--- config.mk ---
export PLATFORM = sky130hd
export DESIGN_NAME = pipeline_ctrl
export DESIGN_NICKNAME = d
export VERILOG_FILES = /design/src/rtl/pipeline_ctrl.sv
export SDC_FILE = /design/constraint.sdc
export NUM_CORES = 1
export LEC_CHECK = 0
export BUFFER_PORTS_ARGS = -buffer_cell sky130_fd_sc_hd__buf_2
export CAP_MARGIN = 20
export CORE_UTILIZATION = 44
export DETAILED_ROUTE_END_ITERATION = 10
export PLACE_DENSITY_LB_ADDON = 0.08
export SYNTH_ARGS = -nofsm -noshare
export SYNTH_HDL_FRONTEND = slang
export SYNTH_SLANG_ARGS = --single-unit
export TNS_END_PERCENT = 100
--- constraint.sdc ---
create_clock -name clk -period 4.1 [get_ports clk]
set_input_delay 1.23 -clock clk [delete_from_list [all_inputs] [get_ports clk]]
set_output_delay 1.23 -clock clk [all_outputs]
set_load 0.01 [all_outputs]
--- src/rtl/pipeline_ctrl.sv ---
// Hazard and flow controller for the five-stage core: per-stage stall/invalidate, fetch redirect, irq accept.
// Optional wfi sleep state is enabled by defining PIPELINE_CTRL_WFI_SLEEP_EN.
module pipeline_ctrl #(
   parameter int unsigned TRAP_DRAIN_CYCLES = 2
) (
   input  logic       clk,
   input  logic       reset,
   input  logic [4:0] decode_rs1,
   input  logic [4:0] decode_rs2,
   input  logic       decode_uses_rs1,
   input  logic       decode_uses_rs2,
   input  logic [4:0] ex_hazard,
   input  logic [4:0] mem_hazard,
   input  logic [4:0] wb_hazard,
   input  logic       fetch_busy,
   input  logic       mem_busy,
   input  logic       branch_taken,
   input  logic       wb_trap,
   input  logic       wb_mret,
   input  logic       wb_wfi,
   input  logic       irq_pending,
   output logic       stall_fetch,
   output logic       stall_decode,
   output logic       stall_execute,
   output logic       stall_memory,
   output logic       invalidate_fetch,
   output logic       invalidate_decode,
   output logic       invalidate_execute,
   output logic       invalidate_memory,
   output logic       redirect,
   output logic [1:0] redirect_sel,
   output logic       take_irq,
   output logic       sleeping
);

   localparam int unsigned CNT_W = 4;
   localparam int unsigned REG_W = 5;
   localparam logic [1:0] SEL_BRANCH = 2'd0;
   localparam logic [1:0] SEL_MTVEC  = 2'd1;
   localparam logic [1:0] SEL_MEPC   = 2'd2;

   typedef enum logic [1:0] {
      RUN   = 2'd0,
      DRAIN = 2'd1,
      SLEEP = 2'd2
   } state_t;

   state_t           state, state_nxt;
   logic [CNT_W-1:0] cnt, cnt_nxt;
   logic             hazard;
   logic             trap_cond;

   function automatic logic reg_match(input logic [REG_W-1:0] src, input logic [REG_W-1:0] rd);
      return (rd != '0) && (src == rd);
   endfunction

   // Read-after-write against any in-flight destination; x0 never matches.
   always_comb begin
      hazard = (decode_uses_rs1 && (reg_match(decode_rs1, ex_hazard) ||
                                    reg_match(decode_rs1, mem_hazard) ||
                                    reg_match(decode_rs1, wb_hazard))) ||
               (decode_uses_rs2 && (reg_match(decode_rs2, ex_hazard) ||
                                    reg_match(decode_rs2, mem_hazard) ||
                                    reg_match(decode_rs2, wb_hazard)));
   end

   // Interrupts wait for the data bus so no memory access is torn.
   assign trap_cond = wb_trap || (irq_pending && !mem_busy);

   always_ff @(posedge clk or posedge reset) begin
      if (reset) begin
         state <= RUN;
         cnt   <= '0;
      end else begin
         state <= state_nxt;
         cnt   <= cnt_nxt;
      end
   end

   always_comb begin
      state_nxt          = state;
      cnt_nxt            = cnt;
      stall_fetch        = 1'b0;
      stall_decode       = 1'b0;
      stall_execute      = 1'b0;
      stall_memory       = 1'b0;
      invalidate_fetch   = 1'b0;
      invalidate_decode  = 1'b0;
      invalidate_execute = 1'b0;
      invalidate_memory  = 1'b0;
      redirect           = 1'b0;
      redirect_sel       = SEL_BRANCH;
      take_irq           = 1'b0;
      sleeping           = 1'b0;

      if (reset) begin
         invalidate_fetch   = 1'b1;
         invalidate_decode  = 1'b1;
         invalidate_execute = 1'b1;
         invalidate_memory  = 1'b1;
      end else if (trap_cond) begin
         // Trap or irq wins in every state and (re)starts the drain.
         redirect           = 1'b1;
         redirect_sel       = SEL_MTVEC;
         invalidate_fetch   = 1'b1;
         invalidate_decode  = 1'b1;
         invalidate_execute = 1'b1;
         invalidate_memory  = 1'b1;
         take_irq           = !wb_trap;
         cnt_nxt            = CNT_W'(TRAP_DRAIN_CYCLES);
         state_nxt          = DRAIN;
      end else begin
         case (state)
            RUN: begin
               if (wb_mret) begin
                  redirect           = 1'b1;
                  redirect_sel       = SEL_MEPC;
                  invalidate_fetch   = 1'b1;
                  invalidate_decode  = 1'b1;
                  invalidate_execute = 1'b1;
                  invalidate_memory  = 1'b1;
               end else if (branch_taken && !mem_busy) begin
                  redirect           = 1'b1;
                  redirect_sel       = SEL_BRANCH;
                  invalidate_fetch   = 1'b1;
                  invalidate_decode  = 1'b1;
                  invalidate_execute = 1'b1;
               end else if (mem_busy) begin
                  stall_fetch   = 1'b1;
                  stall_decode  = 1'b1;
                  stall_execute = 1'b1;
                  stall_memory  = 1'b1;
               end else if (hazard) begin
                  stall_fetch        = 1'b1;
                  stall_decode       = 1'b1;
                  invalidate_execute = 1'b1;
               end else if (fetch_busy) begin
                  stall_fetch       = 1'b1;
                  invalidate_decode = 1'b1;
               end else begin
`ifdef PIPELINE_CTRL_WFI_SLEEP_EN
                  if (wb_wfi) begin
                     state_nxt = SLEEP;
                  end
`endif
               end
            end
            DRAIN: begin
               invalidate_decode = 1'b1;
               stall_memory      = mem_busy;
               cnt_nxt           = cnt - CNT_W'(1);
               if (cnt <= CNT_W'(1)) begin
                  state_nxt = RUN;
               end
            end
            SLEEP: begin
`ifdef PIPELINE_CTRL_WFI_SLEEP_EN
               sleeping          = 1'b1;
               stall_fetch       = 1'b1;
               invalidate_decode = 1'b1;
`else
               state_nxt = RUN;
`endif
            end
            default: state_nxt = RUN;
         endcase
      end
   end

endmodule

==> summary.txt, run 1 <==
Power and ir drop
  – Leak: 0.5097 nW
  – Seq pwr share: 30.0%
  – Combinational power share: between 40 and 50%
  – Int Power: 155.9 uW
  – Power per Cell Area: 229.5 mW/mm2
  – Clk pwr share: 20.9%
  – Switching power: 104.8 uW
  – Net Sw Frac: 40.21%
  – Max VDD drop: roughly 0.22 mV

Synth
  – Netlist cell types: 34
  – Mean post-synth cell area: 7.780 um2
  – Simple-gate share of the synthesized area: 27.34%
  – Biggest area consumer among synthesized cells: xnor2_1
  – Sequential share of the synthesized area: 14.62%
  – Compound-gate portion of the synthesized area: 19.15%
  – EDFF count, synth: 0
  – Seq cells post-synth: 5
  – Synth warn: 0
  – XOR/XNOR Fraction of Synth Area: 30.70%
  – Mux contribution to synthesized area: 0%
  – Mapped cell area: 855.8 um2
  – Largest family of logic cells by synthesized area: XOR/XNOR gates
  – Area contributors post-synth: xnor2_1 (18%), dfrtp_1 (15%), xor2_1 (12%)
  – Post-synthesis adder-cell area fraction: about 2.9%
  – Synthesized net count: 148
  – Post-synth top area share: between 15 and 20%
  – Mapped Cells: between 100 and 150
  – Ys flop type: dfrtp_1
  – Asr flop ratio synth: 100.0%

Floorplanning
  – Floorplan core area: 0.001783 mm2
  – Die W: 46.10 um
  – Die Area: 0.002125 mm2
  – Initial core utilization: 48.00%
  – Die Ht: 46.10 um
  – IO Pins: 49
  – Rows: 15

Placement
  – Final HPWL DP: 1822 um
  – GP Congestion: just over 0.8
  – Placed cell count: 179
  – Post-Place Cell Area: ~0.0011 mm2
  – Port bufs: 46

Worst setup path
  – CP most frequent cell: buf_2
  – Worst setup EP type: primary output
  – CP Buf/Inv Count: 2
  – Worst Path Arrival: 2.72 ns
  – Worst path top cell family by delay: simple AND/OR/NAND/NOR gates
  – Worst-path cell chain: buf_2, or4_1, nor2_1, nor4_1, o31ai_4, a41o_1, buf_2
  – Cell depth of the worst setup path: 7
  – CP startpoint kind: input port
  – Critical setup path kind: input port to primary output
  – Worst-path maximum fanout: 4
  – Critical path required time: 2.87 ns
  – CP peak stage delay: 0.52 ns
  – CP max-delay cell: or4_1
  – Worst r2r path cells: 3

Job
  – Max-cap violations: 0

Routing
  – Residual DRC: 0
  – DR vias: 927
  – Final wirelength: around 2100 um
  – Initial DRC Count: 22
  – Post-route ant nets: 0
  – Vias per cell: about 5
  – Routed WL per cell: 11.72 um
  – DRT Pass-1 Iters: 4

Timing
  – Fmax: 0.2529 GHz
  – Final hold violations: 0
  – Slew Viols, Final: 0
  – Slew HR: a little under three fifths
  – Min Tclk post-route: slightly below 4 ns
  – Final setup vio count: 0
  – Worst-margin pin slew: 0.6473 ns
  – RSZ-0062 raised after global routing: no
  – Setup tns final: 0 ns
  – Clk_skew: 0.001625 ns
  – Final worst path period share: 96.46%

Final layout
  – Final Cell Area: 0.001136 mm2
  – Nets: 197
  – FF+latch area: 125.1 um2
  – Area of the multi-input gates: 689.4 um2
  – Fill cells: 171
  – Layout cells sized above 1: a little under two fifths
  – # diodes: 0
  – Final cell count without fillers: 183
  – P&R area growth vs syn: 32.75%

Clock tree
  – Post-CTS setup buffer count: 0
  – CTS tree: yes
  – CTS resizes: 0
  – Clock latency on the worst-skew pair: 0.23 ns
  – Root Driver: clkbuf_4
  – Clk buf depth: 2
  – TritonCTS buffer count: 3
  – # clock sinks: 5
  – Clk pin slew, worst setup/hold paths: 0.04 ns
  – Hold-fix buffers, CTS: 0
  – H-Tree Depth: 1

Status
  – Outcome: completed

GRT
  – Global route total overflow: 0
  – Largest net degree at the start of global routing: 13
  – Vias in the first global route: 818
  – GRT Util Overall: a little under a quarter
  – Global-route wire length before repair: 3525 um
  – Initial antenna violation count: 0

Worst hold path
  – Worst Hold Depth: 1
  – Worst min-delay path category: flip-flop to flip-flop
## through the flow
step                utilization, %  hold WS (ns)  total power, mW  setup WS (ns)
CTS                          63.72        0.4971           0.2641         0.1052
detailed placement           62.25        0.4889           0.2058         0.1068
global route                 63.72        0.5155           0.2834        0.01642
floorplan                        -        0.4523           0.1550         0.4349
finish                       63.72        0.4933           0.2607         0.1451
global placement             62.25        0.4915           0.2019         0.1465
## worst register-to-register path, stage by stage (launching register included)
cell     delay [ns]
dfrtp_1        0.50
nand2_1        0.15
or4_1          0.40
o21ai_0        0.16
## layer usage
metal | track usage [%] | wire length [um] | up-vias
li1 | - | - | 490
met1 | 35.56 | 1135 | 406
met2 | 32.39 | 922 | 31
met3 | 2.353 | 88 | 0
met4 | 8.824 | 0 | 0
met5 | 0 | 0 | -
## state kept, by name, indices dropped and copies added (netlist names)
register,count
state,1
cnt,4
## cell usage after synthesis, types with 2 or more instances
| library cell | n |
|---|---|
| nand3_1 | 7 |
| or4_1 | 4 |
| dfrtp_1 | 5 |
| or4_4 | 2 |
| a21oi_1 | 3 |
| nor2_1 | 9 |
| ha_1 | 2 |
| nand2b_1 | 2 |
| inv_1 | 6 |
| o21ai_0 | 8 |
| nand2_1 | 4 |
| clkbuf_1 | 2 |
| xnor2_1 | 18 |
| xor2_1 | 12 |
| nor4_1 | 6 |
| a31oi_1 | 2 |
## power groups by stage
stage | Clock (mW) | Combinational (mW) | Sequential, mW
6_report | 0.0545 | 0.128 | 0.0783
5_1_grt | 0.0583 | 0.145 | 0.0802
4_1_cts | 0.0580 | 0.128 | 0.0779
3_5_place_dp | 0 | 0.127 | 0.0784
3_3_place_gp | 0 | 0.124 | 0.0776
2_1_floorplan | 0 | 0.0866 | 0.0683
## worst paths after layout
kind                                       from  slack, ns                  to
max                               mem_hazard[1]       0.15   invalidate_decode
min                          cnt[3]$_DFFE_PP0P_       0.49  cnt[3]$_DFFE_PP0P_
max reg2reg                state[0]$_DFFE_PP0P_       2.80  cnt[3]$_DFFE_PP0P_
min reg2reg                  cnt[3]$_DFFE_PP0P_       0.49  cnt[3]$_DFFE_PP0P_
max in group asynchronous                 reset       2.94  cnt[2]$_DFFE_PP0P_
min in group asynchronous                 reset       1.06  cnt[0]$_DFFE_PP0P_
## area by class of cell
cell class / instances / area share, %
clock buffers: 4 / 2.313
well taps: 25 / 2.753
inverters: 7 / 2.313
multi-input cells: 95 / 60.68
repair buffers: 47 / 20.93
flip-flops and latches: 5 / 11.01
## cells in the final DEF, fill, tap and decap left out, types with 3 or more instances in the layout
cell / count
nor4_1: 6
inv_1: 6
nand2_1: 4
nand3_1: 7
xor2_1: 12
xnor2_1: 18
or4_1: 4
clkbuf_4: 3
a21oi_1: 3
dfrtp_1: 5
o21ai_0: 8
buf_2: 46
nor2_1: 9
## kinds of logic (layout without fill, tap and decap cells)
group | after synthesis | count (layout)
AND/OR/NAND/NOR | 40 | 40
other | 1 | 1
adder cells (fa/ha/maj) | 2 | 2
XOR/XNOR | 30 | 30
buffers and inverters | 10 | 58
flip-flops | 5 | 5
AO/OA/AOI/OAI | 22 | 22
Note: power is estimated with default switching activity, not from simulation.
==> run 2: changes to the inputs <==
Settings changed: PLACE_DENSITY from default to 0.8, PLACE_DENSITY_LB_ADDON 0.08 to default.
==> run 2 against run 1 <==
  * Largest power group unchanged
  * Critical endpoint is now invalidate_execute
  * Power rose by 1.4%
  * Clock skew increased by 0.0045 ns
  * Final cell count unchanged
  * Design area stayed put
  * Setup slack improved by 0.0077 ns
  * Combinational power is essentially flat
  * Highest routed layer is now met4
  * Worst hold slack improved by 0.00076 ns
==> summary.txt, run 2 (same netlist as run 1, synthesis figures left out) <==
Status
  – Outcome: completed

Routing
  – Post-route ant nets: 0
  – DR vias: 973
  – DRT Pass-1 Iters: 4
  – Vias per cell: roughly 5.3
  – Final wirelength: 2176 um
  – Residual DRC: 0
  – Routed WL per cell: roughly 12 um
  – Initial DRC Count: 18

Clock tree
  – # clock sinks: 5
  – Post-CTS setup buffer count: 0
  – Clock latency on the worst-skew pair: 0.24 ns
  – H-Tree Depth: 1
  – Hold-fix buffers, CTS: 0
  – Clk buf depth: 2
  – Root Driver: clkbuf_4
  – CTS tree: yes
  – TritonCTS buffer count: 3
  – Clk pin slew, worst setup/hold paths: 0.04 ns
  – CTS resizes: 0

Worst hold path
  – Worst min-delay path category: flip-flop to flip-flop

Power and ir drop
  – Combinational power share: 48.8%
  – Total power: 264.5 uW
  – Seq pwr share: 29.9%
  – Leak: 0.5070 nW
  – Power per Cell Area: 232.8 mW/mm2
  – Switching power: 107.8 uW
  – Clk pwr share: 21.3%
  – Net Sw Frac: 40.76%
  – Int Power: ~160 uW
  – Max VDD drop: 0.1733 mV

Job
  – Max-cap violations: 0

Final layout
  – # diodes: 0
  – Largest Register: cnt
  – FF+latch area: 125.1 um2
  – Area of the multi-input gates: 689.4 um2
  – Largest register FFs: 4
  – Most common cell after layout, fill and taps aside: buf_2
  – Most frequent cells in the layout: buf_2 (46), xnor2_1 (18), xor2_1 (12)
  – Final cell count without fillers: ~180
  – Nets: 197
  – Top Registers: cnt: 4 flops, state: 1 flops
  – Layout cells sized above 1: 36.71%
  – Fill cells: 146
  – P&R area growth vs syn: 32.75%

Worst setup path
  – CP startpoint kind: input port
  – CP Buf/Inv Count: 2
  – Worst setup EP type: primary output
  – Worst Path Arrival: ~2.7 ns
  – Worst-path cell chain: buf_2, or4_1, nor2_2, nor4_1, o311ai_0, o311ai_1, buf_2
  – CP peak stage delay: ~0.54 ns
  – Worst path top cell family by delay: simple AND/OR/NAND/NOR gates
  – Critical path required time: 2.87 ns
  – Worst-path maximum fanout: 3
  – Critical setup path kind: input port to primary output
  – CP most frequent cell: buf_2
  – CP max-delay cell: or4_1

Timing
  – Setup tns final: 0 ns
  – Slew HR: a little under two thirds
  – Final worst slack: 0.1528 ns
  – Slew Viols, Final: 0
  – Final worst path period share: a little over nine tenths
  – Final hold violations: 0
  – Worst-margin pin slew: approximately 0.54 ns
  – Fmax: 0.2533 GHz
  – Clk_skew: between 0.006 and 0.007 ns
  – Final setup vio count: 0
  – Min Tclk post-route: roughly 3.9 ns
  – RSZ-0062 raised after global routing: no

Floorplanning
  – Floorplan core area: 0.001783 mm2
  – Die W: between 40 and 50 um
  – Initial core utilization: slightly below 50%
  – Die Ht: 46.10 um
  – IO Pins: 49
  – Die Area: 0.002125 mm2
  – Rows: 15

GRT
  – GRT Util Overall: 22.53%
  – Global route total overflow: 0
  – Initial antenna violation count: 0
  – Global-route wire length before repair: 3498 um
  – Vias in the first global route: 888
  – Largest net degree at the start of global routing: 13

Placement
  – Placed cell count: about 180
  – Final HPWL DP: 1918 um
  – Port bufs: 46
  – GP Congestion: 0.8574
  – Setup WS pre-CTS: 0.1366 ns
[run 2: per-stage QoR]
| step | hold slack, ns | cell area (um2) | utilization, % |
|---|---|---|---|
| 2_1_floorplan | 0.4523 | 855.8 | - |
| 3_3_place_gp | 0.4822 | 1110 | 62.25 |
| 3_5_place_dp | 0.4890 | 1110 | 62.25 |
| 4_1_cts | 0.4969 | 1136 | 63.72 |
| 5_1_grt | 0.5312 | 1136 | 63.72 |
| 6_report | 0.4940 | 1136 | 63.72 |
[run 2: metal layers]
layer  share of wire (%)  up-vias  global-route usage, %
met2                  51       49                  42.54
met1                  43      435                  25.00
met4                0.18        0                  4.118
met5                   0        -                      0
met3                 5.8        2                  5.882
li1                    -      487                      -
[run 2: cell type report]
class / instances / area share [%]
Clock buffer: 4 / 2.313
Inverter: 7 / 2.313
Multi-Input combinational cell: 95 / 60.68
Sequential cell: 5 / 11.01
Tap cell: 25 / 2.753
Timing Repair Buffer: 47 / 20.93
[run 2: path summary, 6_finish.rpt]
path / from / endpoint / slack (ns) / depth (start not counted)
setup / recovery: ex_hazard[1] / invalidate_execute / 0.15 / 7
hold / removal: cnt[3]$_DFFE_PP0P_ / cnt[3]$_DFFE_PP0P_ / 0.49 / 1
setup reg to reg: state[0]$_DFFE_PP0P_ / cnt[3]$_DFFE_PP0P_ / 2.83 / 3
hold reg to reg: cnt[3]$_DFFE_PP0P_ / cnt[3]$_DFFE_PP0P_ / 0.49 / 1
max in group asynchronous: reset / cnt[1]$_DFFE_PP0P_ / 2.94 / 3
min in group asynchronous: reset / state[0]$_DFFE_PP0P_ / 1.04 / 3
[run 2: worst reg2reg max path, stage by stage (launching register included)]
cell	delay (ns)
dfrtp_1	0.51
nand2_1	0.14
or4_1	0.40
o21ai_0	0.14
[run 2: power groups by stage]
stage               clock, mW  combinational, mW  sequential, mW
floorplan                   0             0.0866          0.0683
global placement            0              0.122          0.0784
detailed placement          0              0.129          0.0789
CTS                    0.0595              0.130          0.0782
global route           0.0628              0.144          0.0810
finish                 0.0563              0.129          0.0790
